<file path="src/rtl/sme_rng_ctrl.sv">
// Sequencer/arbiter for the SME random-number source: runs the post-reset warm-up,
// hands each fresh RNG word to exactly one requester round-robin, and enforces a settle gap.
module sme_rng_ctrl #(
  parameter int NREQ         = 2,
  parameter int WARMUP       = 8,
  parameter int SETTLE       = 1,
  parameter int IDLE_REFRESH = 16
) (
  input  logic            g_clk,
  input  logic            g_resetn,
  output logic            g_clk_req,
  input  logic            flush,
  input  logic [NREQ-1:0] req,
  output logic [NREQ-1:0] gnt,
  output logic            rng_update,
  output logic            rng_ready
);

  localparam int LW = (NREQ > 1) ? $clog2(NREQ) : 1;
  localparam int IW = (IDLE_REFRESH > 1) ? $clog2(IDLE_REFRESH) : 1;

  typedef enum logic [1:0] {
    ST_WARM   = 2'd0,
    ST_READY  = 2'd1,
    ST_SETTLE = 2'd2
  } state_t;

  state_t          state, state_nxt;
  logic [7:0]      warm_cnt, warm_nxt;
  logic [3:0]      settle_cnt, settle_nxt;
  logic [IW-1:0]   idle_cnt, idle_nxt;
  logic [LW-1:0]   last, last_nxt;

  logic [2*NREQ-1:0] req_rot;
  logic              pick_vld;
  logic [LW-1:0]     pick;
  logic [NREQ-1:0]   gnt_nxt;
  logic              upd;

  // Rotate the doubled request vector so bit 0 is the requester just after `last`;
  // scanning downwards leaves the lowest rotated hit, i.e. the first in round-robin order.
  always_comb begin
    req_rot  = {req, req} >> (int'(last) + 1);
    pick_vld = 1'b0;
    pick     = '0;
    for (int i = NREQ - 1; i >= 0; i--) begin
      if (req_rot[i]) begin
        pick_vld = 1'b1;
        pick     = LW'((int'(last) + 1 + i) % NREQ);
      end
    end
  end

  always_comb begin
    state_nxt  = state;
    warm_nxt   = warm_cnt;
    settle_nxt = settle_cnt;
    idle_nxt   = idle_cnt;
    last_nxt   = last;
    gnt_nxt    = '0;
    upd        = 1'b0;

    case (state)
      ST_WARM: begin
        upd = 1'b1;
        if (warm_cnt == 8'(WARMUP - 1)) begin
          warm_nxt  = '0;
          state_nxt = ST_SETTLE;
        end else begin
          warm_nxt = warm_cnt + 8'd1;
        end
      end
      ST_READY: begin
        if (pick_vld) begin
          for (int j = 0; j < NREQ; j++) gnt_nxt[j] = (pick == LW'(j));
          upd       = 1'b1;
          last_nxt  = pick;
          idle_nxt  = '0;
          state_nxt = ST_SETTLE;
        end else if ((IDLE_REFRESH != 0) && (idle_cnt == IW'(IDLE_REFRESH - 1))) begin
          upd       = 1'b1;
          idle_nxt  = '0;
          state_nxt = ST_SETTLE;
        end else begin
          idle_nxt = idle_cnt + IW'(1);
        end
      end
      ST_SETTLE: begin
        if (settle_cnt == 4'(SETTLE - 1)) begin
          settle_nxt = '0;
          state_nxt  = ST_READY;
        end else begin
          settle_nxt = settle_cnt + 4'd1;
        end
      end
      default: state_nxt = ST_WARM;
    endcase

    // A flush kills whatever this cycle would have done; the pointer survives.
    if (flush) begin
      state_nxt  = ST_WARM;
      warm_nxt   = '0;
      settle_nxt = '0;
      idle_nxt   = '0;
      last_nxt   = last;
      gnt_nxt    = '0;
      upd        = 1'b0;
    end
  end

  always_ff @(posedge g_clk or negedge g_resetn) begin
    if (!g_resetn) begin
      state      <= ST_WARM;
      warm_cnt   <= '0;
      settle_cnt <= '0;
      idle_cnt   <= '0;
      last       <= LW'(NREQ - 1);
    end else begin
      state      <= state_nxt;
      warm_cnt   <= warm_nxt;
      settle_cnt <= settle_nxt;
      idle_cnt   <= idle_nxt;
      last       <= last_nxt;
    end
  end

  // The reset state is WARM, which would otherwise strobe update while still held in reset.
  assign rng_update = upd & g_resetn;
  assign gnt        = gnt_nxt;
  assign rng_ready  = (state != ST_WARM);
  assign g_clk_req  = (state != ST_READY) | (|req) | (IDLE_REFRESH != 0);

endmodule

</file>
<file path="config.mk">
export PLATFORM = sky130hd
export DESIGN_NAME = sme_rng_ctrl
export DESIGN_NICKNAME = d
export VERILOG_FILES = /design/src/rtl/sme_rng_ctrl.sv
export SDC_FILE = /design/constraint.sdc
export NUM_CORES = 1
export LEC_CHECK = 0
export BUFFER_PORTS_ARGS = -buffer_cell sky130_fd_sc_hd__clkbuf_2
export CELL_PAD_IN_SITES_DETAIL_PLACEMENT = 1
export CELL_PAD_IN_SITES_GLOBAL_PLACEMENT = 1
export CORE_MARGIN = 1.5
export CORE_UTILIZATION = 47
export CTS_BUF_LIST = sky130_fd_sc_hd__clkbuf_16
export DETAILED_ROUTE_END_ITERATION = 8
export HOLD_SLACK_MARGIN = 0.12
export PLACE_DENSITY_LB_ADDON = 0.1
export RECOVER_POWER = 50
export SYNTH_ARGS = -nofsm -noshare
export SYNTH_HDL_FRONTEND = slang
export SYNTH_SLANG_ARGS = --single-unit
</file>
<file path="constraint.sdc">
create_clock -name g_clk -period 3.5 [get_ports g_clk]
set_clock_uncertainty 0.2 [all_clocks]
set_input_delay 0.7 -clock g_clk [delete_from_list [all_inputs] [get_ports g_clk]]
set_output_delay 0.7 -clock g_clk [all_outputs]
set_load 0.01 [all_outputs]
</file>
# Word level (Yosys, flattened, before mapping)

Cells that the tools add are included.

Input port bits: 5
Register bits after elaboration: 19
Output and inout bits: 5
Word-level logic and storage cells: 56

Reduce and logical (&&, ||, !) cells: 8
$add $sub $neg: 5
Bitwise gates (word level): 3
Equality and inequality tests: 7
Shifts and indexed selects: 1
Multiplexer cells: 27

Operators with widths:

| cell                                           | number |
|---|---|
| two-way mux 4 bit                              | 7 |
| two-way mux 8 bit                              | 3 |
| two-way mux 2 bit                              | 8 |
| adder 4 x 1 -> 4 bit (second input constant)   | 2 |
| adder 8 x 1 -> 8 bit (second input constant)   | 1 |
| == test 8 x 3 -> 1 bit (second input constant) | 1 |
| nonzero test 2 bit                             | 4 |
| two-way mux 1 bit                              | 7 |
| != test 3 bit (second input constant)          | 2 |
| one-hot mux 2 bit (3 select lines)             | 1 |
| AND reduction 3 bit                            | 2 |
| == test 4 bit (second input constant)          | 1 |
| zero test 4 bit                                | 1 |
| != test 4 bit (second input constant)          | 1 |
| >> shifter 4 x 2 -> 2 bit                      | 1 |
| adder 1 x 1 -> 2 bit (second input constant)   | 1 |
| == test 2 x 1 -> 1 bit (second input constant) | 1 |
| == test 2 bit (second input constant)          | 1 |
| zero test 2 bit                                | 1 |
| inverter 1 bit                                 | 2 |
| one-hot mux 1 bit (2 select lines)             | 1 |
| adder 1 bit (second input constant)            | 1 |
| AND 1 bit                                      | 1 |

# Depth between registers and ports, before layout

Gate-level depths: netlist of run 1.

Depth in word-level cells: 8
Mapped depth: 5
Gate-level depth less buffers: 5

# Worst setup path after synthesis of run 1

Ideal clock, no wire load.

Path kind: in2out
From: in req[0]
To: out rng_update
Stages on the path: 3
Required time: 2.600 ns
Buffers on the path: 0
Setup slack: 1.187 ns
Data arrival time: 1.413 ns
Cell sequence: nor2_1 > and3_1 > nor4b_1

Longest elaborated chain between the ends: 7

Ends and longest elaborated chain:

| what                                   | line | source |
|---|---|---|
| start, declared                        | 13   | `input logic [NREQ-1:0] req,` |
| >> shifter 4 x 2 -> 2 bit (*)          | 43   | `req_rot = {req, req} >> (int'(last) + 1);` |
| two-way mux 1 bit                      | 47   | `if (req_rot[i]) begin` |
| two-way mux 1 bit (*)                  | 47   |  |
| two-way mux 1 bit (*)                  | 74   | `if (pick_vld) begin` |
| one-hot mux 1 bit (2 select lines) (*) | 63   | `case (state)` |
| two-way mux 1 bit (*)                  | 100  | `if (flush) begin` |
| AND 1 bit (*)                          | 128  | `assign rng_update = upd & g_resetn;` |
| end, declared                          | 15   | `output logic rng_update,` |

Every way passes the cells marked *; elsewhere a longest branch is shown, timed or not.

# Worst setup path in the final report of run 1

From: reg idle_cnt[0]
To: out rng_update

Longest elaborated chain between the ends: 6

Ends and longest elaborated chain:

| what                               | line | source |
|---|---|---|
| start, declared                    | 31   | `logic [IW-1:0] idle_cnt, idle_nxt;` |
| start signal, assigned             | 122  | `idle_cnt <= idle_nxt;` |
| == test 4 bit                      | 80   | `end else if ((IDLE_REFRESH != 0) && (idle_cnt == IW'(IDLE_REFRESH - 1))) begin` |
| two-way mux 1 bit                  | 80   |  |
| two-way mux 1 bit                  | 74   |  |
| one-hot mux 1 bit (2 select lines) | 63   |  |
| two-way mux 1 bit                  | 100  |  |
| AND 1 bit                          | 128  |  |

No other way between the ends.

==> results of run 1 <==
[power by group]
part | total (mW) | internal [mW] | switching [mW]
clock | 0.239 | 0.152 | 0.0864
combinational | 0.0775 | 0.0321 | 0.0454
sequential | 0.256 | 0.239 | 0.0171
total | 0.572 | 0.423 | 0.149
[critical path, cell delays in order, from the launching register on]
cell and delay (ps):
dfrtp_1 390, ha_1 230, nand3_1 80, and3_1 230
nor4b_1 280, clkbuf_2 190
[layout make-up]
type                       instances  area share [%]
clock inverter                     1           0.307
timing repair buffer              10            4.51
sequential                        19            39.0
inverter                           4            1.23
tap                               28            2.87
clock buffer                       3            6.15
multi-input combinational         87            45.9
[placed cells by master, fill, tap and decap left out, types with 2 or more instances in the layout]
cell type / instances
a21o_1: 3
a21oi_1: 7
a22oi_1: 2
and3_1: 4
buf_4: 2
clkbuf_16: 3
clkbuf_2: 8
dfrtp_1: 18
ha_1: 4
inv_1: 5
mux2i_1: 2
nand2_1: 8
nand2b_1: 5
nand3_1: 5
nand4_1: 2
nor2_1: 15
nor3_1: 4
nor3b_1: 2
o21ai_0: 4
o22ai_1: 2
xor2_1: 3
[how the worst max path moves through the flow]
stage / endpoint / depth (start not counted)
6_report: rng_update / 5
5_1_grt: gnt[1] / 5
3_3_place_gp: rng_update / 5
4_1_cts: rng_update / 5
3_5_place_dp: gnt[0] / 5
2_1_floorplan: rng_update / 3
[flip-flops by register name, summed over array words and instances, names as in the netlist]
name and cells:
settle_cnt 4, state 2, warm_cnt 8, last 1, idle_cnt 4
[layer usage]
metal | track usage [%] | part of all wire (%) | vias up
met5 | 0 | 0 | -
met4 | 9.46 | 1.8 | 0
met3 | 4.46 | 1.8 | 5
met2 | 36.4 | 49 | 7
met1 | 29.9 | 47 | 437
li1 | - | - | 426
[cells by family after synthesis]
| family | after synthesis | share of synthesized area [%] |
|---|---|---|
| AND/OR/NAND/NOR | 50 | 23.9 |
| AO/OA/AOI/OAI | 25 | 17.2 |
| flip-flops | 19 | 44.5 |
| buffers and inverters | 8 | 3.27 |
| adder cells (fa/ha/maj) | 4 | 4.67 |
| XOR/XNOR | 4 | 3.27 |
| multiplexers | 3 | 2.92 |
| other | 1 | 0.350 |
[cell usage after synthesis, drive strengths merged (4+ instances only)]
cell	n	share of area (%)
dfrtp	18	42
nor2	15	5.3
nand2	8	2.8
a21oi	7	3.3
nand2b	5	2.9
nand3	5	2.3
and3	4	2.3
ha	4	4.7
inv	4	1.4
nor3	4	1.9
o21ai	4	1.9
==> results.txt, run 1 <==
First-pass DRT Iterations: 4
RSZ-0062 raised after global routing: no
fin util: 55.7%
Routed wire per std cell: 15.4 um
pre-CTS setup slack: 938 ps
Max Cap Viol: 0
fmax: 0.389 GHz
hold_buf cts: 0
Worst Path Required: 2600 ps
CP arrival: 1670 ps
Die H: 50.8 um
Async S/R FF share, synth: 100%
DR vias: 875
Post-Syn Area: 1070 um2
critical path endpoint category: output port
Mean Syn Cell Area: 9.41 um2
Worst-path clk slew: 60 ps
diode count: 0
crit-path max FO: 5
area grow syn2layout: 13.9%
post-CTS setup buffer count: 0
final instance area: 1220 um2
Pleak: 0.594 nW
H-Tree Depth: 1
dpl cells: 148
Cell Pwr Density: 468 nW/um2
Worst setup SP type: register
GPL Wtd Cong: 0.754
setup ws final: 932 ps
first-pass GRT wire length: 4.24 mm
Hold Path Class: input port to async pin
row count: 17
final WL: 2.34 mm
R2R Setup Slk: 1600 ps
worst setup path class: register to output port
start point of the critical path: idle_cnt[0]
All-Layer GR Usage: 22.7%
final setup fails: 0
Tcrit/Tclk final: 73.4%
Core ar.: 2190 um2
Storage cell area: 477 um2
vias per inst: 5.76
Most used DFF post-synth: dfrtp_1
Final nets: 134
# clock sinks: 19
Fin. Hold Viols: 0
fin crit period: 2570 ps
First DRT Iteration DRCs: 9
sequential share of the synthesized area: 44.5%
EDFF count, synth: 0
Total Power: 0.572 mW
drt drc: 0
# fillers: 267
initial cell density of the core: 48.9%
r2r endpoint: warm_cnt[5]
Final Slew Violations: 0
pin count of the biggest net entering global routing: 21
vias in the first global route: 904
FF+latch count, synth: 19
placed cell area: 1140 um2
Die Wd: 50.8 um
Top Ports: 10
setup TNS: 0 ps
cts repair resizes: 0
Worst Reg2Reg Path Length in Cells: 4
outcome: finished, final reports clean
Non-Filler Instances: 152
die area: 2580 um2
share of cells above drive strength 1: 14.5%
grt total ovfl: 0
RR Startpoint: warm_cnt[5]
post-synthesis cell type count: 38
number of routed nets with antenna violations: 0
yosys warns: 0
synthesized instance count: 114
Clock Latency Late Sink: 250 ps
Post-Syn Nets: 123
PortBufs: 8
CTS max path bufs: 2
CTS Root Cell: clkbuf_16
dpl hpwl: 1.62 mm
initial antenna violation count: 0
Max VDD drop: 0.282 mV
cts bufs inserted: 3
CTS tree: done
Multi-input gate area: 561 um2
WHS: 202 ps
Power figures use the tool's default switching activity.
==> run 2, diff against run 1 <==
--- a/config.mk
+++ b/config.mk
@@ -9,7 +9,7 @@
 export CELL_PAD_IN_SITES_DETAIL_PLACEMENT = 1
 export CELL_PAD_IN_SITES_GLOBAL_PLACEMENT = 1
 export CORE_MARGIN = 1.5
-export CORE_UTILIZATION = 47
+export CORE_UTILIZATION = 40
 export CTS_BUF_LIST = sky130_fd_sc_hd__clkbuf_16
 export DETAILED_ROUTE_END_ITERATION = 8
 export HOLD_SLACK_MARGIN = 0.12
==> constraint.sdc (replaced) <==
create_clock -name g_clk -period 2.2 [get_ports g_clk]
set_clock_uncertainty 0.2 [all_clocks]
set_input_delay 0.44 -clock g_clk [delete_from_list [all_inputs] [get_ports g_clk]]
set_output_delay 0.44 -clock g_clk [all_outputs]
set_load 0.01 [all_outputs]
==> results.txt, run 2 (same netlist as run 1, synthesis figures left out) <==
setup ws final: 115 ps (-817 ps)
CTS tree: done
First DRT Iteration DRCs: 8 (-1)
RSZ-0062 raised after global routing: no
DR vias: 871 (-0.46%)
Non-Filler Instances: 159 (+4.6%)
Worst Reg2Reg Path Length in Cells: 5 (+1)
die area: 3000 um2 (+16%)
RR Startpoint: state[1]
Die Wd: 54.8 um (+7.9%)
Core ar.: 2500 um2 (+14%)
fin crit period: 2090 ps
commonest non-fill, non-tap cells in the layout: 18 x dfrtp_1, 14 x nor2_1, 8 x nand2_1, 7 x a21oi_1, 6 x clkbuf_2
Cell Pwr Density: 716 nW/um2 (+53%)
dpl cells: 152 (+2.7%)
Pleak: 0.605 nW (+1.8%)
share of cells above drive strength 1: 19.4% (+4.9 points)
initial antenna violation count: 0 (unchanged)
Worst Tran Pin Value: 1060 ps
pin count of the biggest net entering global routing: 20 (-4.8%)
grt total ovfl: 0 (unchanged)
drt drc: 0 (unchanged)
H-Tree Depth: 1 (unchanged)
r2r endpoint: settle_cnt[2]
Final nets: 139 (+3.7%)
Slew headroom: 29.1%
registers with the most flip-flops: warm_cnt x8, idle_cnt x4, settle_cnt x4
outcome: finished, final reports clean
GPL Wtd Cong: 0.735 (-2.5%)
fin util: 51.2% (-4.5 points)
Hold Path Class: input port to register
final WL: 2.42 mm (+3.6%)
cts bufs inserted: 3 (unchanged)
crit-path max FO: 5 (unchanged)
Storage cell area: 477 um2 (unchanged)
Worst Path Required: 1560 ps (-1040 ps)
Fin. Hold Viols: 0 (unchanged)
most common cell after layout, fill and taps aside: dfrtp_1
R2R Setup Slk: 290 ps (-1310 ps)
# clock sinks: 19 (unchanged)
start point of the critical path: idle_cnt[1]
fmax: 0.480 GHz
diode count: 0 (unchanged)
# fillers: 309 (+16%)
Routed wire per std cell: 15.2 um (-0.96%)
Largest Register: warm_cnt
Final Slew Violations: 0 (unchanged)
vias in the first global route: 905 (+0.11%)
First-pass DRT Iterations: 4 (unchanged)
Tcrit/Tclk final: 94.8%
Worst-path clk slew: 50 ps (about the same)
vias per inst: 5.48 (-4.8%)
Clock Latency Late Sink: 250 ps (about the same)
final setup fails: 0 (unchanged)
worst setup path class: register to output port
setup TNS: 0 ps (unchanged)
CTS max path bufs: 2 (unchanged)
Top Ports: 10 (unchanged)
CP arrival: 1450 ps (-220 ps)
initial cell density of the core: 42.9% (-6.1 points)
pre-CTS setup slack: 197 ps (-741 ps)
Worst setup SP type: register
area grow syn2layout: 19.4%
All-Layer GR Usage: 19.8% (-2.9 points)
Critical path destination: rng_update
Die H: 54.8 um (+7.9%)
PortBufs: 8 (unchanged)
dpl hpwl: 1.76 mm (+8.8%)
row count: 18 (+1)
CTS Root Cell: clkbuf_16
first-pass GRT wire length: 4.12 mm (-2.9%)
number of routed nets with antenna violations: 0 (unchanged)
Largest register FFs: 8 (unchanged)
critical path endpoint category: output port
Max Cap Viol: 0 (unchanged)
Multi-input gate area: 584 um2 (+4.2%)
Max VDD drop: 0.427 mV (+51%)
-- run 2: where the power goes --
| part | switching, mW | internal, mW | leakage (nW) |
|---|---|---|---|
| Clock | 0.129 | 0.243 | 0.0409 |
| Sequential | 0.0255 | 0.380 | 0.259 |
| Combinational | 0.0825 | 0.0559 | 0.306 |
| Total | 0.237 | 0.679 | 0.605 |
-- run 2: worst min path at each step --
stage	endpoint	cells past startpoint	slack, ps	startpoint
6_report	last	2	230	req[0]
4_1_cts	last	2	240	req[0]
3_5_place_dp	idle_cnt[3]	2	250	g_resetn
5_1_grt	last	2	250	req[0]
2_1_floorplan	idle_cnt[0]	0	-60	g_resetn
3_3_place_gp	idle_cnt[3]	2	250	g_resetn
-- run 2: layout make-up --
cell class	instances	share of cell area (%)
multi-input cells	87	45.6
flip-flops and latches	19	37.2
repair buffers	15	6.74
clock buffers	3	5.87
well taps	30	2.93
inverters	4	1.17
clock inverters	1	0.391
-- run 2: what timing repair did --
action / 4_1_cts / 5_1_grt
hold endpoints to repair: 18 / 0
buffers inserted: 0 / 2
resized for setup: 2 / 6
pin swaps: 0 / 1
hold buffers: 1 / 0
setup endpoints to repair: 1 / 3
-- run 2: critical path: stages (launching register included) --
cell and delay, ps:
dfrtp_1 370, ha_2 200, nand3_1 70, and3_4 200, nor4b_2 200, buf_2 160
-- run 2: stage by stage --
step	hold WS, ps	cell area (um2)	total power, mW
finish	235	1280	0.916
CTS	238	1260	0.924
detailed placement	254	1160	0.549
global route	250	1280	0.965
global placement	249	1160	0.540
floorplan	-55.6	1070	0.494
-- run 2: layer usage --
layer | routed length, um | vias to the layer above | GRT usage (%) | part of all wire (%)
li1 | - | 435 | - | -
met1 | 1120 | 423 | 23.1 | 46
met2 | 1220 | 11 | 35.7 | 50
met3 | 57 | 2 | 4.10 | 2.4
met4 | 19 | 0 | 6.25 | 0.79
met5 | 0 | - | 0 | 0
